==> src/rtl/warp_scheduler.sv <==
// Warp launch scheduler: queues launch requests, dispatches them round-robin to idle
// simd cores, tracks each core's run state and retires one completed warp per cycle.
module warp_scheduler #(
  parameter int NUM_CORES   = 4,
  parameter int QUEUE_DEPTH = 8,
  parameter int WARP_ID_W   = 4,
  parameter int PC_W        = 32
) (
  input  logic                               clk,
  input  logic                               rst,
  input  logic                               launch_valid,
  output logic                               launch_ready,
  input  logic [WARP_ID_W-1:0]               launch_warp_id,
  input  logic [PC_W-1:0]                    launch_start_pc,
  input  logic [NUM_CORES-1:0]               core_finished,
  input  logic [NUM_CORES*WARP_ID_W-1:0]     core_finished_warp_id,
  output logic [NUM_CORES-1:0]               dispatch_valid,
  output logic [NUM_CORES*WARP_ID_W-1:0]     dispatch_warp_id,
  output logic [NUM_CORES*PC_W-1:0]          dispatch_start_pc,
  output logic [NUM_CORES-1:0]               core_busy,
  output logic                               retire_valid,
  output logic [WARP_ID_W-1:0]               retire_warp_id,
  output logic [$clog2(QUEUE_DEPTH+1)-1:0]   queue_count,
  output logic                               all_idle,
  output logic                               err_mismatch
);

  localparam int PTR_W = (QUEUE_DEPTH > 1) ? $clog2(QUEUE_DEPTH) : 1;
  localparam int CNT_W = $clog2(QUEUE_DEPTH+1);
  localparam int RR_W  = (NUM_CORES > 1) ? $clog2(NUM_CORES) : 1;

  localparam logic [2:0] ST_IDLE     = 3'd0;
  localparam logic [2:0] ST_DISPATCH = 3'd1;
  localparam logic [2:0] ST_WAIT_GO  = 3'd2;
  localparam logic [2:0] ST_RUN      = 3'd3;
  localparam logic [2:0] ST_DONE     = 3'd4;

  logic [WARP_ID_W-1:0]           fifo_id_q [QUEUE_DEPTH];
  logic [PC_W-1:0]                fifo_pc_q [QUEUE_DEPTH];
  logic [PTR_W-1:0]               wr_ptr_q, wr_ptr_d;
  logic [PTR_W-1:0]               rd_ptr_q, rd_ptr_d;
  logic [CNT_W-1:0]               count_q, count_d;
  logic [RR_W-1:0]                rr_ptr_q, rr_ptr_d;
  logic [2:0]                     state_q [NUM_CORES];
  logic [2:0]                     state_d [NUM_CORES];
  logic [NUM_CORES-1:0]           dispatch_valid_q, dispatch_valid_d;
  logic [NUM_CORES*WARP_ID_W-1:0] dispatch_warp_id_q, dispatch_warp_id_d;
  logic [NUM_CORES*PC_W-1:0]      dispatch_start_pc_q, dispatch_start_pc_d;
  logic                           retire_valid_q, retire_valid_d;
  logic [WARP_ID_W-1:0]           retire_warp_id_q, retire_warp_id_d;
  logic                           err_mismatch_q, err_mismatch_d;

  logic                           push, pop;
  logic                           grant_valid;
  logic [RR_W-1:0]                grant_idx;
  logic [RR_W-1:0]                cand;
  logic                           ret_valid;
  logic [RR_W-1:0]                ret_idx;

  assign launch_ready = (count_q != CNT_W'(QUEUE_DEPTH));
  assign push         = launch_valid && launch_ready;
  assign pop          = grant_valid;

  // Dispatch grant: first idle core scanning cyclically from the round-robin pointer.
  always_comb begin
    grant_valid = 1'b0;
    grant_idx   = '0;
    cand        = '0;
    for (int k = 0; k < NUM_CORES; k++) begin
      cand = RR_W'((int'(rr_ptr_q) + k) % NUM_CORES);
      if (!grant_valid && (count_q != '0) && (state_q[cand] == ST_IDLE)) begin
        grant_valid = 1'b1;
        grant_idx   = cand;
      end
    end
  end

  always_comb begin
    ret_valid = 1'b0;
    ret_idx   = '0;
    for (int i = 0; i < NUM_CORES; i++) begin
      if (!ret_valid && (state_q[i] == ST_DONE)) begin
        ret_valid = 1'b1;
        ret_idx   = RR_W'(i);
      end
    end
  end

  always_comb begin
    wr_ptr_d            = push ? wr_ptr_q + 1'b1 : wr_ptr_q;
    rd_ptr_d            = pop ? rd_ptr_q + 1'b1 : rd_ptr_q;
    count_d             = count_q;
    rr_ptr_d            = rr_ptr_q;
    dispatch_valid_d    = '0;
    dispatch_warp_id_d  = dispatch_warp_id_q;
    dispatch_start_pc_d = dispatch_start_pc_q;
    retire_valid_d      = ret_valid;
    retire_warp_id_d    = '0;
    err_mismatch_d      = err_mismatch_q;

    if (push && !pop) begin
      count_d = count_q + 1'b1;
    end else if (!push && pop) begin
      count_d = count_q - 1'b1;
    end

    if (grant_valid) begin
      rr_ptr_d = (int'(grant_idx) == NUM_CORES-1) ? '0 : grant_idx + 1'b1;
    end

    for (int i = 0; i < NUM_CORES; i++) begin
      state_d[i] = state_q[i];
      if (grant_valid && (grant_idx == RR_W'(i))) begin
        dispatch_valid_d[i]                         = 1'b1;
        dispatch_warp_id_d[i*WARP_ID_W +: WARP_ID_W] = fifo_id_q[rd_ptr_q];
        dispatch_start_pc_d[i*PC_W +: PC_W]          = fifo_pc_q[rd_ptr_q];
      end
      if (ret_valid && (ret_idx == RR_W'(i))) begin
        retire_warp_id_d = dispatch_warp_id_q[i*WARP_ID_W +: WARP_ID_W];
      end
      // A core idles with finished asserted, so completion only counts after it drops.
      case (state_q[i])
        ST_IDLE: begin
          if (grant_valid && (grant_idx == RR_W'(i))) state_d[i] = ST_DISPATCH;
        end
        ST_DISPATCH: state_d[i] = ST_WAIT_GO;
        ST_WAIT_GO: begin
          if (!core_finished[i]) state_d[i] = ST_RUN;
        end
        ST_RUN: begin
          if (core_finished[i]) begin
            if (core_finished_warp_id[i*WARP_ID_W +: WARP_ID_W] ==
                dispatch_warp_id_q[i*WARP_ID_W +: WARP_ID_W]) begin
              state_d[i] = ST_DONE;
            end else begin
              err_mismatch_d = 1'b1;
            end
          end
        end
        ST_DONE: begin
          if (ret_valid && (ret_idx == RR_W'(i))) state_d[i] = ST_IDLE;
        end
        default: state_d[i] = ST_IDLE;
      endcase
    end
  end

  always_ff @(posedge clk or negedge rst) begin
    if (!rst) begin
      wr_ptr_q            <= '0;
      rd_ptr_q            <= '0;
      count_q             <= '0;
      rr_ptr_q            <= '0;
      dispatch_valid_q    <= '0;
      dispatch_warp_id_q  <= '0;
      dispatch_start_pc_q <= '0;
      retire_valid_q      <= 1'b0;
      retire_warp_id_q    <= '0;
      err_mismatch_q      <= 1'b0;
      for (int i = 0; i < NUM_CORES; i++) state_q[i] <= ST_IDLE;
    end else begin
      wr_ptr_q            <= wr_ptr_d;
      rd_ptr_q            <= rd_ptr_d;
      count_q             <= count_d;
      rr_ptr_q            <= rr_ptr_d;
      dispatch_valid_q    <= dispatch_valid_d;
      dispatch_warp_id_q  <= dispatch_warp_id_d;
      dispatch_start_pc_q <= dispatch_start_pc_d;
      retire_valid_q      <= retire_valid_d;
      retire_warp_id_q    <= retire_warp_id_d;
      err_mismatch_q      <= err_mismatch_d;
      for (int i = 0; i < NUM_CORES; i++) state_q[i] <= state_d[i];
    end
  end

  // Queue storage needs no reset; occupancy is tracked by the pointers and count.
  always_ff @(posedge clk) begin
    if (push) begin
      fifo_id_q[wr_ptr_q] <= launch_warp_id;
      fifo_pc_q[wr_ptr_q] <= launch_start_pc;
    end
  end

  always_comb begin
    core_busy = '0;
    for (int i = 0; i < NUM_CORES; i++) core_busy[i] = (state_q[i] != ST_IDLE);
  end

  assign all_idle          = (count_q == '0) && (core_busy == '0);
  assign queue_count       = count_q;
  assign dispatch_valid    = dispatch_valid_q;
  assign dispatch_warp_id  = dispatch_warp_id_q;
  assign dispatch_start_pc = dispatch_start_pc_q;
  assign retire_valid      = retire_valid_q;
  assign retire_warp_id    = retire_warp_id_q;
  assign err_mismatch      = err_mismatch_q;

endmodule

==> config.mk <==
export PLATFORM = sky130hd
export DESIGN_NAME = warp_scheduler
export DESIGN_NICKNAME = d
export VERILOG_FILES = /design/src/rtl/warp_scheduler.sv
export SDC_FILE = /design/constraint.sdc
export NUM_CORES = 1
export LEC_CHECK = 0
export BUFFER_PORTS_ARGS = -buffer_cell sky130_fd_sc_hd__buf_2
export CORE_MARGIN = 5
export CORE_UTILIZATION = 30
export CTS_CLUSTER_SIZE = 14
export DETAILED_ROUTE_END_ITERATION = 10
export PLACE_DENSITY = 0.51
export SYNTH_ARGS = -nofsm -noshare
export SYNTH_HDL_FRONTEND = slang
export SYNTH_SLANG_ARGS = --single-unit
==> constraint.sdc <==
create_clock -name clk -period 6.1 [get_ports clk]
set_input_delay 0.61 -clock clk [delete_from_list [all_inputs] [get_ports clk]]
set_output_delay 0.61 -clock clk [all_outputs]
set_load 0.005 [all_outputs]
# Word level (Yosys, flattened, before mapping)
# Memory sizes are Yosys's and may differ from the RTL's.
# Cells that the tools add are included.
[totals]
ff_bits = 178
mem_bits_rw = 288
in_bits = 59
out_inout_bits = 164
elab_cells = 214
mem_count = 2
[memory_table]
columns = ["memory", "depth", "width", "rd", "rd_clocked_by_memory_dff", "wr", "line_no", "rtl"]
rows = [
  ["fifo_pc_q", 8, 32, 1, 0, 1, "39", "logic [PC_W-1:0] fifo_pc_q [QUEUE_DEPTH];"],
  ["fifo_id_q", 8, 4, 1, 0, 1, "38", "logic [WARP_ID_W-1:0] fifo_id_q [QUEUE_DEPTH];"],
]
[op_classes]
add_sub_neg = 8
order_cmp = 4
eq_ne = 48
n_mux = 76
bitwise_logic = 4
n_reduce_logical = 52
[ops]
columns = ["op", "n"]
rows = [
  ["3-bit two-way mux", 28],
  ["3-bit one-hot mux with 5 select lines", 4],
  ["2-bit != test, second input constant", 16],
  ["1-bit two-way mux", 27],
  ["3-bit binary-select mux with 2-bit select", 4],
  ["3-bit by 2-bit equality test with 1-bit output, second input constant", 8],
  ["3-bit logical NOT", 8],
  ["4-bit two-way mux", 6],
  ["1-bit logical AND", 22],
  ["5-bit AND reduction", 4],
  ["4-bit equality test", 4],
  ["2-bit two-way mux", 7],
  ["3-bit by 1-bit equality test with 1-bit output, second input constant", 4],
  ["3-bit equality test, second input constant", 4],
  ["3-bit >= comparator, second input constant", 4],
  ["2-bit inverter with 3-bit output", 4],
  ["3-bit nonzero test", 4],
  ["2-bit equality test, second input constant", 4],
  ["1-bit logical NOT", 8],
  ["4-bit logical NOT", 2],
  ["2-bit by 1-bit != test with 1-bit output, second input constant", 4],
  ["3-bit by 1-bit adder with 3-bit output, second input constant", 2],
  ["2-bit by 1-bit equality test with 1-bit output, second input constant", 3],
  ["2-bit by 1-bit adder with 2-bit output, second input constant", 2],
  ["other kinds (7)", 9],
]

# Depth between registers and ports, before layout
# Gate-level depths: netlist of run 1.
[logic_depth]
word_depth = 23
ltp_mapped = 13
depth_no_buf = 13

# Worst setup path before layout of run 1
# Ideal clock, no wire load.
[synth_path]
kind = "flip-flop to flip-flop"
from = "reg count_q[0] (netlist: queue_count[0])"
to = "mem fifo_id_q[0][0] (enable)"
setup_time_ns = 0.474
arrival_ns = 3.557
required_ns = 5.626
setup_slack_ns = 2.069
path_stages_with_launch = 7
path_buffers = 1
synth_period_minus_slack_ns = 4.031
path_cell_list = "dfrtp_1 nor3_1 nand2_1 and2_1 clkbuf_1 nand2b_1 nor3_1"
[synth_between]
elab_chain_cells = 4
[synth_lines]
columns = ["item", "line_no", "rtl"]
rows = [
  ["from (decl)", "42", "logic [CNT_W-1:0] count_q, count_d;"],
  ["from (signal assigned)", "164", "count_q <= count_d;"],
  ["4-bit != test", "60", "assign launch_ready = (count_q != CNT_W'(QUEUE_DEPTH));"],
  ["via launch_ready", "12", "output logic launch_ready,"],
  ["1-bit logical AND", "61", "assign push = launch_valid && launch_ready;"],
  ["via push", "53", "logic push, pop;"],
  ["1-bit two-way mux", "178", "if (push) begin"],
  ["1-bit two-way mux (implied by the code)", "179", "fifo_id_q[wr_ptr_q] <= launch_warp_id;"],
  ["to (decl)", "38", ""],
]
# The timed path passes the listed nets, and every way through them passes these cells.

# Final worst setup path of run 1
[layout_path]
from = "reg state_q[6] (netlist name)"
to = "reg dispatch_start_pc_q[19] (netlist: dispatch_start_pc[19]) (read register of fifo_pc_q)"
[layout_between]
elab_chain_cells = 20
elab_cells_between_ends = 36
cone_classes = "mux (20); reduce/logical (16)"
[layout_lines]
columns = ["item", "line_no", "rtl"]
rows = [
  ["from (decl)", "44", "logic [2:0] state_q [NUM_CORES];"],
  ["3-bit binary-select mux with 2-bit select", "71", "if (!grant_valid && (count_q != '0) && (state_q[cand] == ST_IDLE)) begin"],
  ["3-bit two-way mux (implied by the code) (2 in series)", "71", ""],
  ["3-bit logical NOT", "71", ""],
  ["1-bit logical AND", "71", ""],
  ["1-bit two-way mux", "71", ""],
  ["1-bit logical NOT", "71", ""],
  ["1-bit logical AND (2 in series)", "71", ""],
  ["1-bit two-way mux", "71", ""],
  ["1-bit logical NOT", "71", ""],
  ["1-bit logical AND (2 in series)", "71", ""],
  ["1-bit two-way mux", "71", ""],
  ["1-bit logical NOT", "71", ""],
  ["1-bit logical AND (2 in series)", "71", ""],
  ["2-bit two-way mux", "71", ""],
  ["2-bit logical NOT", "113", "if (grant_valid && (grant_idx == RR_W'(i))) begin"],
  ["1-bit logical AND *", "113", ""],
  ["to (decl)", "48", "logic [NUM_CORES*PC_W-1:0] dispatch_start_pc_q, dispatch_start_pc_d;"],
]
# Every way passes the cells marked *; elsewhere a longest branch is shown, timed or not. The select of a mux whose other input is x is not followed.
# A chain may end at the register's enable or synchronous reset.

==> reports/results.txt, run 1 <==
In this design, the stage delay of the slowest critical-path cell is 0.84 ns. Leakage component of the power: 8.47 nW. The largest driver fanout on the critical path was 20; the max-cap violation count was 0. The logs give 4.68 ns for the data arrival time of the critical path and 0.752 for the last weighted congestion value of the routability-driven placer. Setup violations remaining at the end of the flow were counted as 0. In the finished design, the share of the clock period the worst path needs comes to 68.8%. Across all setup checks in the final design, the least slack found is 1.90 ns.

Of the total power, the clock network draws 23.1%. The path class of the tightest hold or removal check is in2reg. The tools report the I/O pin count as 223.

The core region is 61900 µm². The run gives 28000 µm as the HPWL reported at the end of detailed placement. The area of the mapped netlist is 18800 µm², and the number of synthesized flops with an enable pin is 288.

The final route contains 9636 vias. The number of buffer and inverter instances along the worst setup path is 2. Of the total power, the share spent switching nets is 32.7%. The tools report the headroom to the max-slew limit as 24.9%. In the global route stage, overall resource usage came out at 13.1%.

TritonCTS built the clock tree. Largest buffer count on any clock path: 3. The largest total area in the synthesized netlist belongs to sky130_fd_sc_hd__edfxtp_1.

Cell-internal power: 0.00905 W. Kind of cell adding the most delay to the critical path: compound AO/OA/AOI/OAI gates. The fraction of final layout cells sized beyond drive strength 1 was 47.8%. The first detailed-routing pass took 5 iterations. Summed over its instances, the top area cell type makes up 46.0% of the synthesized netlist area. The detail route stage leaves a number of antenna-violating nets equal to 0. At the end of the flow, the number of nets in the layout was 1279. Sum of routed wire length over all layers: 45200 µm. The number of design-rule violations left by the first detailed-router iteration was 514; the clock-pin slew of the registers on the worst-case setup and hold paths was 0.06 ns. Averaged over all synthesized cells, the footprint is 19.6 µm². Timing would allow up to 238 MHz.

Setup repair after global routing left no endpoint under its margin. The count of buffers added on input and output ports is 222. The count of cell instances traversed by the critical path came out at 10.

The register bit total from synthesis works out to 466. Buffers inserted during clock tree synthesis total 50. The number of nets produced by synthesis was 1028; the final hold violation count was 0. The worst hold path was traced through 2 stages. The critical path in this run is classified as reg2reg. The H-tree was split into 2 levels. The depth of the worst register-to-register path came out at 10. The tools report the cell at the root of the clock tree as sky130_fd_sc_hd__clkbuf_16. The main flop type after synthesis is sky130_fd_sc_hd__edfxtp_1.

From synthesis to final layout, the design area changed by 20.1%. The via count normalized by instance count came out at 4.60. The share of the yosys chip area belonging to registers came out at 69.6%.

The flow ran to the end, and the final reports show no timing, DRC or antenna violations. STA puts the critical path data required time at 6.58 ns. The total negative setup slack came out at 0 ns. The floorplan die height was 260 µm.

The number of antenna violations at the first check in global routing is 12. After detailed routing, the average wire length per cell comes to 21.6 µm. The logs give 5841 for the fill cell total of the finished layout and 0 for the DRC violation count after routing. The first global-routing pass estimated 67300 µm of wire. During synthesis, Yosys emitted a total of 0 warnings.

The multi-input combinational cells in the finished layout cover a total of 5400 µm². The most frequently used cell type in the post-synthesis netlist is sky130_fd_sc_hd__edfxtp_1. The logs give 67800 µm² for the die area and 0 for the overall overflow remaining after global route. The initial standard-cell utilization of the core was 30.4%; the share of async-settable or async-resettable flops after synthesis was 38.2%. The cell count after synthesis came out at 959.

In the post-synthesis netlist, the biggest area contributors are sky130_fd_sc_hd__edfxtp_1, sky130_fd_sc_hd__dfrtp_1, sky130_fd_sc_hd__mux4_2. The tools report the max-slew violation total from the final report as 0. The tools report the power dissipated by switching net loads as 0.00441 W. For the maximum number of pins on one net before global-route repair, the log shows 148. The tools report the worst-case clock skew as 0.0277 ns.

Registers are responsible for 36.9% of the overall power. The later pin in the worst-skew pair is clocked with a latency of 0.60 ns. The count of clock tree sinks came out at 466. The number of global-route vias before repair was 10253; the worst slack after detailed placement was 1.89 ns.

Slew of the pin with the lowest slew margin: 1.13 ns. Summing all flip-flop and latch instances after layout gives 13100 µm². The overall die width is 260 µm, and the highest ir drop seen on vdd is 357 µV. The total power density per cell area is 596 nW/µm². The fraction of power consumed by combinational cells was 39.9%. STA classifies the critical path startpoint as a flip-flop.

The kind of end point of the critical path is a flip-flop. For the finished layout, the period the worst path requires is 4.20 ns. The slowest stage of the critical path is the sky130_fd_sc_hd__o22ai_4 cell. Traced cell by cell, the critical path runs through nor3_4 > inv_2 > a311oi_1 > a31oi_1 > o31ai_1 > ha_1 > nand2_1 > o22ai_4 > buf_4 > mux2_2. Buffers added to address setup during post-CTS repair amount to 0. The floorplan has 91 rows. Counting instances in the post-synthesis netlist gives the leading cell types as sky130_fd_sc_hd__edfxtp_1, sky130_fd_sc_hd__dfrtp_1, sky130_fd_sc_hd__mux2_2, sky130_fd_sc_hd__mux2_4, sky130_fd_sc_hd__mux4_2. In this run, distinct cell masters in the synthesized netlist total 58.
through the flow:
| stage | hold slack, ns | instance area, µm² | util, % | instances | total power (W) |
|---|---|---|---|---|---|
| 4_1_cts | 0.244 | 22600 | 36.4 | 2089 | 0.0137 |
| 5_1_grt | 0.263 | 22600 | 36.5 | 2092 | 0.0143 |
| 3_5_place_dp | 0.457 | 20900 | 33.7 | 1994 | 0.0106 |
| 2_1_floorplan | 0.314 | 18800 | - | 959 | 0.00887 |
| 6_report | 0.292 | 22600 | 36.5 | 2094 | 0.0135 |
| 3_3_place_gp | 0.457 | 20900 | 33.7 | 1994 | 0.0105 |
worst paths after layout:
| check | endpoint | slack, ns | from |
|---|---|---|---|
| worst max-delay path | dispatch_start_pc[19] | 1.90 | state_q[6] |
| worst min-delay path | state_q[10] | 0.29 | core_finished[0] |
| worst max register to register | dispatch_start_pc[19] | 1.90 | state_q[6] |
| worst min register to register | err_mismatch | 0.47 | err_mismatch |
| max in group asynchronous | rd_ptr_q[1] | 4.40 | rst |
| min in group asynchronous | dispatch_start_pc[10] | 0.48 | rst |
power by group through the flow:
stage / clock, W / sequential, W / combinational (W)
6_report: 0.00311 / 0.00497 / 0.00537
5_1_grt: 0.00335 / 0.00509 / 0.00583
4_1_cts: 0.00322 / 0.00499 / 0.00553
3_5_place_dp: 0 / 0.00505 / 0.00551
3_3_place_gp: 0 / 0.00503 / 0.00544
2_1_floorplan: 0 / 0.00480 / 0.00407
area by class of cell:
cell class | instances | share of cell area, %
Inverter | 15 | 0.249
Sequential cell | 466 | 58.0
Clock inverter | 18 | 1.16
Tap cell | 837 | 4.64
Multi-Input combinational cell | 437 | 23.9
Timing Repair Buffer | 240 | 5.61
Clock buffer | 76 | 6.34
Antenna cell | 5 | 0.0554
state kept, by name, indices dropped and copies added, names as in the netlist:
signal             flops
rd_ptr_q               3
rr_ptr_q               2
retire_warp_id         4
dispatch_valid         4
retire_valid           1
fifo_pc_q            256
state_q               12
queue_count            4
err_mismatch           1
fifo_id_q             32
dispatch_start_pc    128
wr_ptr_q               3
dispatch_warp_id      16
layer usage:
layer / global-route usage, % / wire (µm) / up-vias
li1: - / - / 4275
met1: 17.5 / 20300 / 5072
met2: 21.3 / 21700 / 214
met3: 3.32 / 2380 / 65
met4: 3.55 / 773 / 10
met5: 0 / 63 / -
worst reg2reg max path, delay by kind of cell (launching register included):
family | cells | cell delay (ns)
AOI/OAI and AO/OA | 4 | 1.91
and+or+nand+nor | 2 | 0.45
muxes | 1 | 0.41
buffers and inverters | 2 | 0.61
adders and majority gates | 1 | 0.23
DFF | 1 | 0.49
timing repair:
item,CTS,global route
hold buffers,1,0
hold endpoints to repair,31,0
gates resized for setup,0,0
placed cells by master, fill, tap and decap left out, types with 6 or more instances in the layout:
cell type                   instances
sky130_fd_sc_hd__nor3_1             9
sky130_fd_sc_hd__inv_1             12
sky130_fd_sc_hd__xor2_1            12
sky130_fd_sc_hd__mux2_4            80
sky130_fd_sc_hd__clkbuf_16         51
sky130_fd_sc_hd__buf_4             16
sky130_fd_sc_hd__ha_1               9
sky130_fd_sc_hd__nand2_1           21
sky130_fd_sc_hd__bufinv_16          6
sky130_fd_sc_hd__dfrtp_1          175
sky130_fd_sc_hd__o21ai_0            8
sky130_fd_sc_hd__mux4_2            72
sky130_fd_sc_hd__nor2_1            12
sky130_fd_sc_hd__clkbuf_1          17
sky130_fd_sc_hd__nand2b_1           6
sky130_fd_sc_hd__xnor2_1           14
sky130_fd_sc_hd__nor2_4             6
sky130_fd_sc_hd__mux2_2           106
sky130_fd_sc_hd__buf_2            221
sky130_fd_sc_hd__edfxtp_1         288
cell families (layout without fill, tap and decap cells):
kind of cell,Yosys count,after routing,synth area share (%)
DFF,466,466,69.6
AOI/OAI and AO/OA,59,59,2.51
muxes,259,259,21.4
buffers and inverters,56,349,2.10
adders and majority gates,10,10,0.705
xor gates and xnor gates,26,26,1.21
and+or+nand+nor,83,83,2.43
other,0,5,0
Note: power is estimated with default switching activity, not from simulation.
==> inputs of run 2 (changes only) <==
==> constraint.sdc (replaced) <==
create_clock -name clk -period 4.4 [get_ports clk]
set_input_delay 0.44 -clock clk [delete_from_list [all_inputs] [get_ports clk]]
set_output_delay 0.44 -clock clk [all_outputs]
set_load 0.005 [all_outputs]
==> run 2 against run 1 <==
  * Non-clock buffer count increased by 10
  * First-iteration DRC count up 18%
  * Worst hold slack got worse by 0.18 ns
  * Routed wire length fell by 1.4%
  * Global-route usage barely moved
  * Design area up 0.44%
  * Fmax rose by 18%
  * Die area is the same
==> reports/results.txt, run 2 (synthesis gave the netlist of run 1 again) <==
Compared with the post-synthesis result, the final layout area differs by 20.6%. The count of nets left with antenna violations once routing finished came out at 0. Derived from the worst setup path, the maximum achievable clock frequency is 281 MHz. The global-route usage over all layers was 13.1%; the first-pass iteration count of the detailed router was 4. On the critical path the largest part of the delay comes from compound AO/OA/AOI/OAI gates. The number of placement rows was 91.

For the worst setup path, the data required time is 4.86 ns. TritonCTS built the clock tree. Clock insertion delay at the later pin of the skew report: 0.58 ns. The run gives 608 as the number of design-rule violations left by the first detailed-router iteration. After detailed routing, the number of vias per cell comes to 4.57.

The library cells used most frequently in the layout, excluding fill and tap cells, are sky130_fd_sc_hd__edfxtp_1, sky130_fd_sc_hd__buf_2, sky130_fd_sc_hd__dfrtp_1. HPWL reported at the end of detailed placement: 28600 µm. In this run the number of H-tree levels came out at 2.

The worst register-to-register path begins at state_q[3]. The number of antenna violations at the first check in global routing came out at 11. The path class of the lowest-slack min-delay path is in2reg. The critical path in this run is classified as reg2reg.

At the end of routability-driven placement, the weighted congestion stood at 0.785. The data arrival time of the critical path is 4.02 ns. The critical path starts at state_q[3].

The kind of end point of the critical path is a flip-flop. Along the worst path, the maximum fanout reaches 16. The clock passes through at most 3 buffers.

The tree is rooted in a sky130_fd_sc_hd__clkbuf_16. The commonest non-fill, non-tap cell in the layout is sky130_fd_sc_hd__edfxtp_1. Summed over all cells, the static leakage comes to 8.52 nW. The run gives 67800 µm² as the die area. The placeable core area was 61900 µm².

After detailed routing, the average wire length per cell comes to 21.2 µm. The worst path in the final design needs a cycle of 3.55 ns, including I/O delays and setup. For this block, the via count after detailed routing is 9612. The final layout contains routed wiring with a total length of 44600 µm. After clock tree synthesis, the clock-pin slew on the worst setup and hold paths is 0.06 ns. The first global-routing pass estimated 67700 µm of wire.

The fraction of final layout cells sized beyond drive strength 1 came out at 48.3%. Setup violations remaining at the end of the flow were counted as 0. Entering global routing, the biggest net connects 90 pins. The floorplan step set the die height to 260 µm. The critical path goes through nor3_4 > inv_2 > a221o_1 > a21o_4 > a31oi_1 > o31a_1 > ha_1 > nand2_1 > o22ai_4 > buf_12 > mux2_2.

The overall die width is 260 µm. At the end of the flow, the number of nets in the layout was 1289. Setup repair after global routing left no endpoint under its margin. Headroom to the max-slew limit came out at 42.0%. The tool flagged a number of max-cap violations equal to 0.

The total power density per cell area came out at 822 nW/µm². The tools report the final hold violation count as 0. Worst hold slack after final layout: 0.115 ns. Register with the most flip-flops: fifo_pc_q. The initial standard-cell utilization of the core is 30.4%. The tools report the number of global-route vias before repair as 10475. The cell with the biggest individual delay on the critical path is sky130_fd_sc_hd__o22ai_4.

The number of setup buffers added after CTS is 0. The register with the most flip-flops in the layout has 256 of them. The worst setup path is launched from a flip-flop. Across the VDD grid, the largest voltage drop is 517 µV. The I/O pin count is 223, and the post-route clock period utilization is 80.8%.

At the pin with the least slew margin, the transition time is 0.870 ns. The DRC violation count after routing came out at 0. The number of buffers and inverters on the critical path is 2.

The run finished with clean final reports. In this run the most critical hold path is launched from core_finished[3]. The tools report the overall overflow remaining after global route as 0. The number of I/O port buffers was 222; the count of clock tree sinks was 466.

Max-slew violation total from the final report: 0. Summed over all failing endpoints, the final setup total negative slack is 0 ns. On the worst path, the slowest cell contributes a delay of 0.56 ns. The clock arrives with 0.0191 ns of skew. Clock tree synthesis inserted a total of 50 buffers. Gates resized during post-CTS repair numbered 0.
run 2: cell type report:
cell class | instances | area [µm²]
antenna | 4 | 10.0
tap | 837 | 1050
clock buffer | 64 | 1340
sequential | 466 | 13100
timing repair buffer | 250 | 1430
inverter | 15 | 56.3
clock inverter | 29 | 297
fill | 5812 | 39300
multi-input combinational | 437 | 5400
run 2: where the power goes:
| group | total (W) | switching, W | internal, W |
|---|---|---|---|
| clock | 0.00417 | 0.00172 | 0.00245 |
| sequential | 0.00694 | 0.000971 | 0.00597 |
| combinational | 0.00754 | 0.00342 | 0.00412 |
| total | 0.0187 | 0.00611 | 0.0125 |
run 2: worst paths after layout:
kind,end,depth (start not counted),slack [ns]
min in group asynchronous,dispatch_start_pc[69],2,0.35
worst max register to register,dispatch_start_pc[60],11,0.85
worst max-delay path,dispatch_start_pc[60],11,0.85
worst min-delay path,state_q[1],2,0.12
max in group asynchronous,dispatch_start_pc[115],3,3.07
worst min register to register,dispatch_start_pc[17],1,0.50
run 2: stage by stage:
step / cells / total power, W / setup slack [ns] / utilization [%] / area (µm²)
final: 2102 / 0.0187 / 0.846 / 36.6 / 22700
after global routing: 2099 / 0.0198 / 0.564 / 36.6 / 22700
after CTS: 2098 / 0.0190 / 0.833 / 36.6 / 22700
after detailed placement: 2004 / 0.0148 / 0.847 / 34.0 / 21000
after global placement: 2004 / 0.0146 / 0.909 / 34.0 / 21000
after floorplan: 959 / 0.0123 / 0.369 / - / 18800
run 2: metal layers:
layer  vias up  wire length (µm)  global-route usage [%]
met1      5028             19400                    17.0
met4        14               955                    3.40
met5         -                90                       0
li1       4306                 -                       -
met3        76              2440                    3.45
met2       188             21700                    21.7
run 2: what timing repair did:
| action | in CTS | in global routing |
|---|---|---|
| hold endpoints to repair | 47 | 0 |
| hold buffers | 1 | 0 |
| endpoints found under the setup margin | 0 | 0 |
==> inputs of run 3 (changes only) <==
--- a/config.mk
+++ b/config.mk
@@ -10,7 +10,7 @@
 export CORE_UTILIZATION = 30
 export CTS_CLUSTER_SIZE = 14
 export DETAILED_ROUTE_END_ITERATION = 10
-export PLACE_DENSITY = 0.51
+export PLACE_DENSITY = 0.52
 export SYNTH_ARGS = -nofsm -noshare
 export SYNTH_HDL_FRONTEND = slang
 export SYNTH_SLANG_ARGS = --single-unit
==> constraint.sdc (replaced) <==
create_clock -name clk -period 2.8 [get_ports clk]
set_input_delay 0.28 -clock clk [delete_from_list [all_inputs] [get_ports clk]]
set_output_delay 0.28 -clock clk [all_outputs]
set_load 0.005 [all_outputs]
==> run 3 against run 2 <==
  * Combinational power grew 82%
  * Critical path type unchanged
  * Clock skew decreased by 0.0046 ns
  * Die area stayed put
  * Worst setup slack got worse by 0.98 ns
  * First-iteration DRC count is 19% lower
  * Flip-flop and latch count unchanged
  * Core utilization up 1.9 points
  * The run now ends with setup timing left
  * Via count rose by 2.8%
  * Critical path depth is the same
==> reports/results.txt, run 3 (synthesis gave the netlist of run 1 again) <==
Dividing the detail-routed via count by the number of cells gives 4.49. The register with the most flip-flops was fifo_pc_q. In this run the worst path has a maximum fanout of 24. STA classifies the critical path startpoint as a flip-flop. The startpoint identified for the worst register-to-register timing path is state_q[4].

The total power density per cell area was 1280 nW/µm². The final route contains 9882 vias. The I/O pin count came out at 223.

The internal portion of the total power is 0.0206 W. For the endpoint required time on the critical path, the log shows 3.28 ns. The tree is rooted in a sky130_fd_sc_hd__clkbuf_16. Timing-limited maximum frequency: 341 MHz.

For the global-route usage over all layers, the log shows 12.9%. The clock network is responsible for 20.9% of the overall power. The tools report the remaining antenna violation count after routing as 0.

The worst setup path is of the reg2reg kind. Measured on the finished design, the core utilization comes to 38.5%. After routing the design area is 23900 µm². Leaving out fill and tap cells, the most frequent cells in the layout are sky130_fd_sc_hd__edfxtp_1, sky130_fd_sc_hd__buf_2, sky130_fd_sc_hd__dfrtp_1. The area added between synthesis and finish is 26.9%. The number of design-rule violations left by the first detailed-router iteration is 493, and the overall overflow remaining after global route is 0.

The clock period minus final worst setup slack works out to 2.93 ns. The power dissipated by switching net loads came out at 0.0101 W. The logs give 0 for the final hold violation count and 0.0145 ns for the worst-case clock skew.

The largest buffer count on any clock path is 3. Capturing point of the worst reg2reg path: dispatch_start_pc[11]. Net switching is 32.9% of the power.

Before CTS, the worst setup slack after placement is -0.0950 ns. The checks that failed: setup timing. After floorplanning, the core was sized to cover 61900 µm². The floorplan step defined a die boundary enclosing 67800 µm².

The number of antenna violations at the first check in global routing was 8. The final total power was 0.0307 W; the final setup violation count was 145. The setup check on the worst reg-to-reg path leaves a slack of -0.13 ns. The wire length per cell works out to 20.6 µm. In this run the cell area measured after placement is 21600 µm². The tools report the kind of end point of the critical path as a flip-flop.

The logs give 43.6% for the headroom to the max-slew limit and 0.733 for the last weighted congestion value of the routability-driven placer. For the worst setup path, the data arrival time is 3.41 ns. Summed over all cells, the static leakage comes to 9.04 nW. The floorplan has 91 rows. TritonCTS built the clock tree. In this run the horizontal extent of the chip is 260 µm.

The most critical setup path has its startpoint at state_q[4]. The critical path ends at dispatch_start_pc[11]. The run finished, with violations left.

Entering global routing, the biggest net connects 65 pins. In the final design database the tool counted 1387 nets. At the pin with the least slew margin, the transition time is 0.838 ns.

The run gives 5751 as the fill cell total of the finished layout. The run gives 67700 µm as the first-pass GRT wire length. Buffers inserted during clock tree synthesis total 51.

The worst register-to-register path has a depth of 11. After layout, the worst path uses 105% of the clock period. Across the run, the number of max-cap violations was 0. The pre-antenna-repair detailed-routing pass consisted of 4 iterations.

The initial standard-cell utilization of the core came out at 30.4%. The HPWL reported at the end of detailed placement is 28900 µm. The worst hold path belongs to the class in2reg.

Hold timing on the final database bottoms out at a slack of 0.230 ns. The share of power burned in registers is 34.5%, and the sum of routed wire length over all layers is 45200 µm. The fraction of final layout cells sized beyond drive strength 1 is 50.3%.

Highest ir drop seen on vdd: 1260 µV. The floorplan die height is 260 µm. The commonest non-fill, non-tap cell in the layout is sky130_fd_sc_hd__edfxtp_1. Clock latency on the worst-skew pair, taken at its later pin, is 0.59 ns. The tools report the final worst-path setup slack as -0.133 ns. Number of global-route vias before repair: 10686. The DRC violation count after routing was 0; the number of H-tree levels was 2. Setup repair after global routing could not meet its margin everywhere. The number of flip-flops in the largest register is 256. The clock-pin slew of the registers on the worst-case setup and hold paths came out at 0.06 ns.

The tools report the max-slew violation total from the final report as 0. The run gives 466 as the count of clock tree sinks. The number of I/O port buffers is 222. Per report_power, the combinational group accounts for 44.6% of the total.
## run 3: final cells by class
class	count	area, µm²	share of cell area (%)
multi-input cells	437	5530	23.2
clock buffers	77	1500	6.26
inverters	15	56.3	0.236
diodes	4	10.0	0.0419
clock inverters	18	128	0.535
well taps	837	1050	4.39
flip-flops and latches	466	13100	54.9
repair buffers	347	2490	10.5
## run 3: worst max-delay path: stages (launching register included)
cell                       delay (ns)
sky130_fd_sc_hd__dfrtp_1         0.40
sky130_fd_sc_hd__nor3_4          0.28
sky130_fd_sc_hd__buf_4           0.16
sky130_fd_sc_hd__nor3_1          0.06
sky130_fd_sc_hd__a311oi_4        0.31
sky130_fd_sc_hd__a31oi_4         0.17
sky130_fd_sc_hd__o31ai_2         0.30
sky130_fd_sc_hd__ha_1            0.21
sky130_fd_sc_hd__inv_1           0.07
sky130_fd_sc_hd__o22ai_4         0.23
sky130_fd_sc_hd__buf_12          0.24
sky130_fd_sc_hd__mux2_2          0.36
## run 3: routing by layer
metal / GRT usage [%] / vias to the layer above / wire, µm
li1: - / 4482 / -
met1: 17.8 / 5182 / 20600
met2: 21.2 / 158 / 21900
met3: 2.72 / 54 / 1840
met4: 3.04 / 6 / 818
met5: 0 / - / 33
## run 3: metrics by stage
| step | TNS, ns | std cells |
|---|---|---|
| final | -12.07 | 2201 |
| after CTS | -7.38 | 2194 |
| after floorplan | -66.73 | 959 |
| after global routing | -33.61 | 2198 |
| after detailed placement | -6.20 | 2051 |
| after global placement | -4.46 | 2051 |
## run 3: how the worst min path moves through the flow
| stage | start | to | slack, ns | depth (start not counted) |
|---|---|---|---|---|
| after floorplan | rst | dispatch_start_pc[0] | -0.02 | 0 |
| after global placement | rst | dispatch_start_pc[68] | 0.23 | 1 |
| after detailed placement | rst | dispatch_start_pc[68] | 0.25 | 1 |
| after CTS | core_finished_warp_id[10] | state_q[5] | 0.18 | 4 |
| after global routing | core_finished_warp_id[9] | state_q[5] | 0.22 | 4 |
| final | core_finished_warp_id[10] | state_q[5] | 0.23 | 4 |
## run 3: power by group through the flow
| stage | sequential (W) | clock [W] | combinational, W |
|---|---|---|---|
| CTS | 0.0106 | 0.00662 | 0.0137 |
| global placement | 0.0107 | 0 | 0.0130 |
| finish | 0.0106 | 0.00639 | 0.0137 |
| global route | 0.0108 | 0.00691 | 0.0147 |
| detailed placement | 0.0107 | 0 | 0.0132 |
| floorplan | 0.0105 | 0 | 0.00893 |
## run 3: repair_timing
action	4_1_cts	5_1_grt
gates resized for setup	6	19
hold buffers	41	0
setup buffers	5	3
pin swaps	0	8
gates cloned	2	1
endpoints found under the hold margin	332	0
setup endpoints to repair	134	148
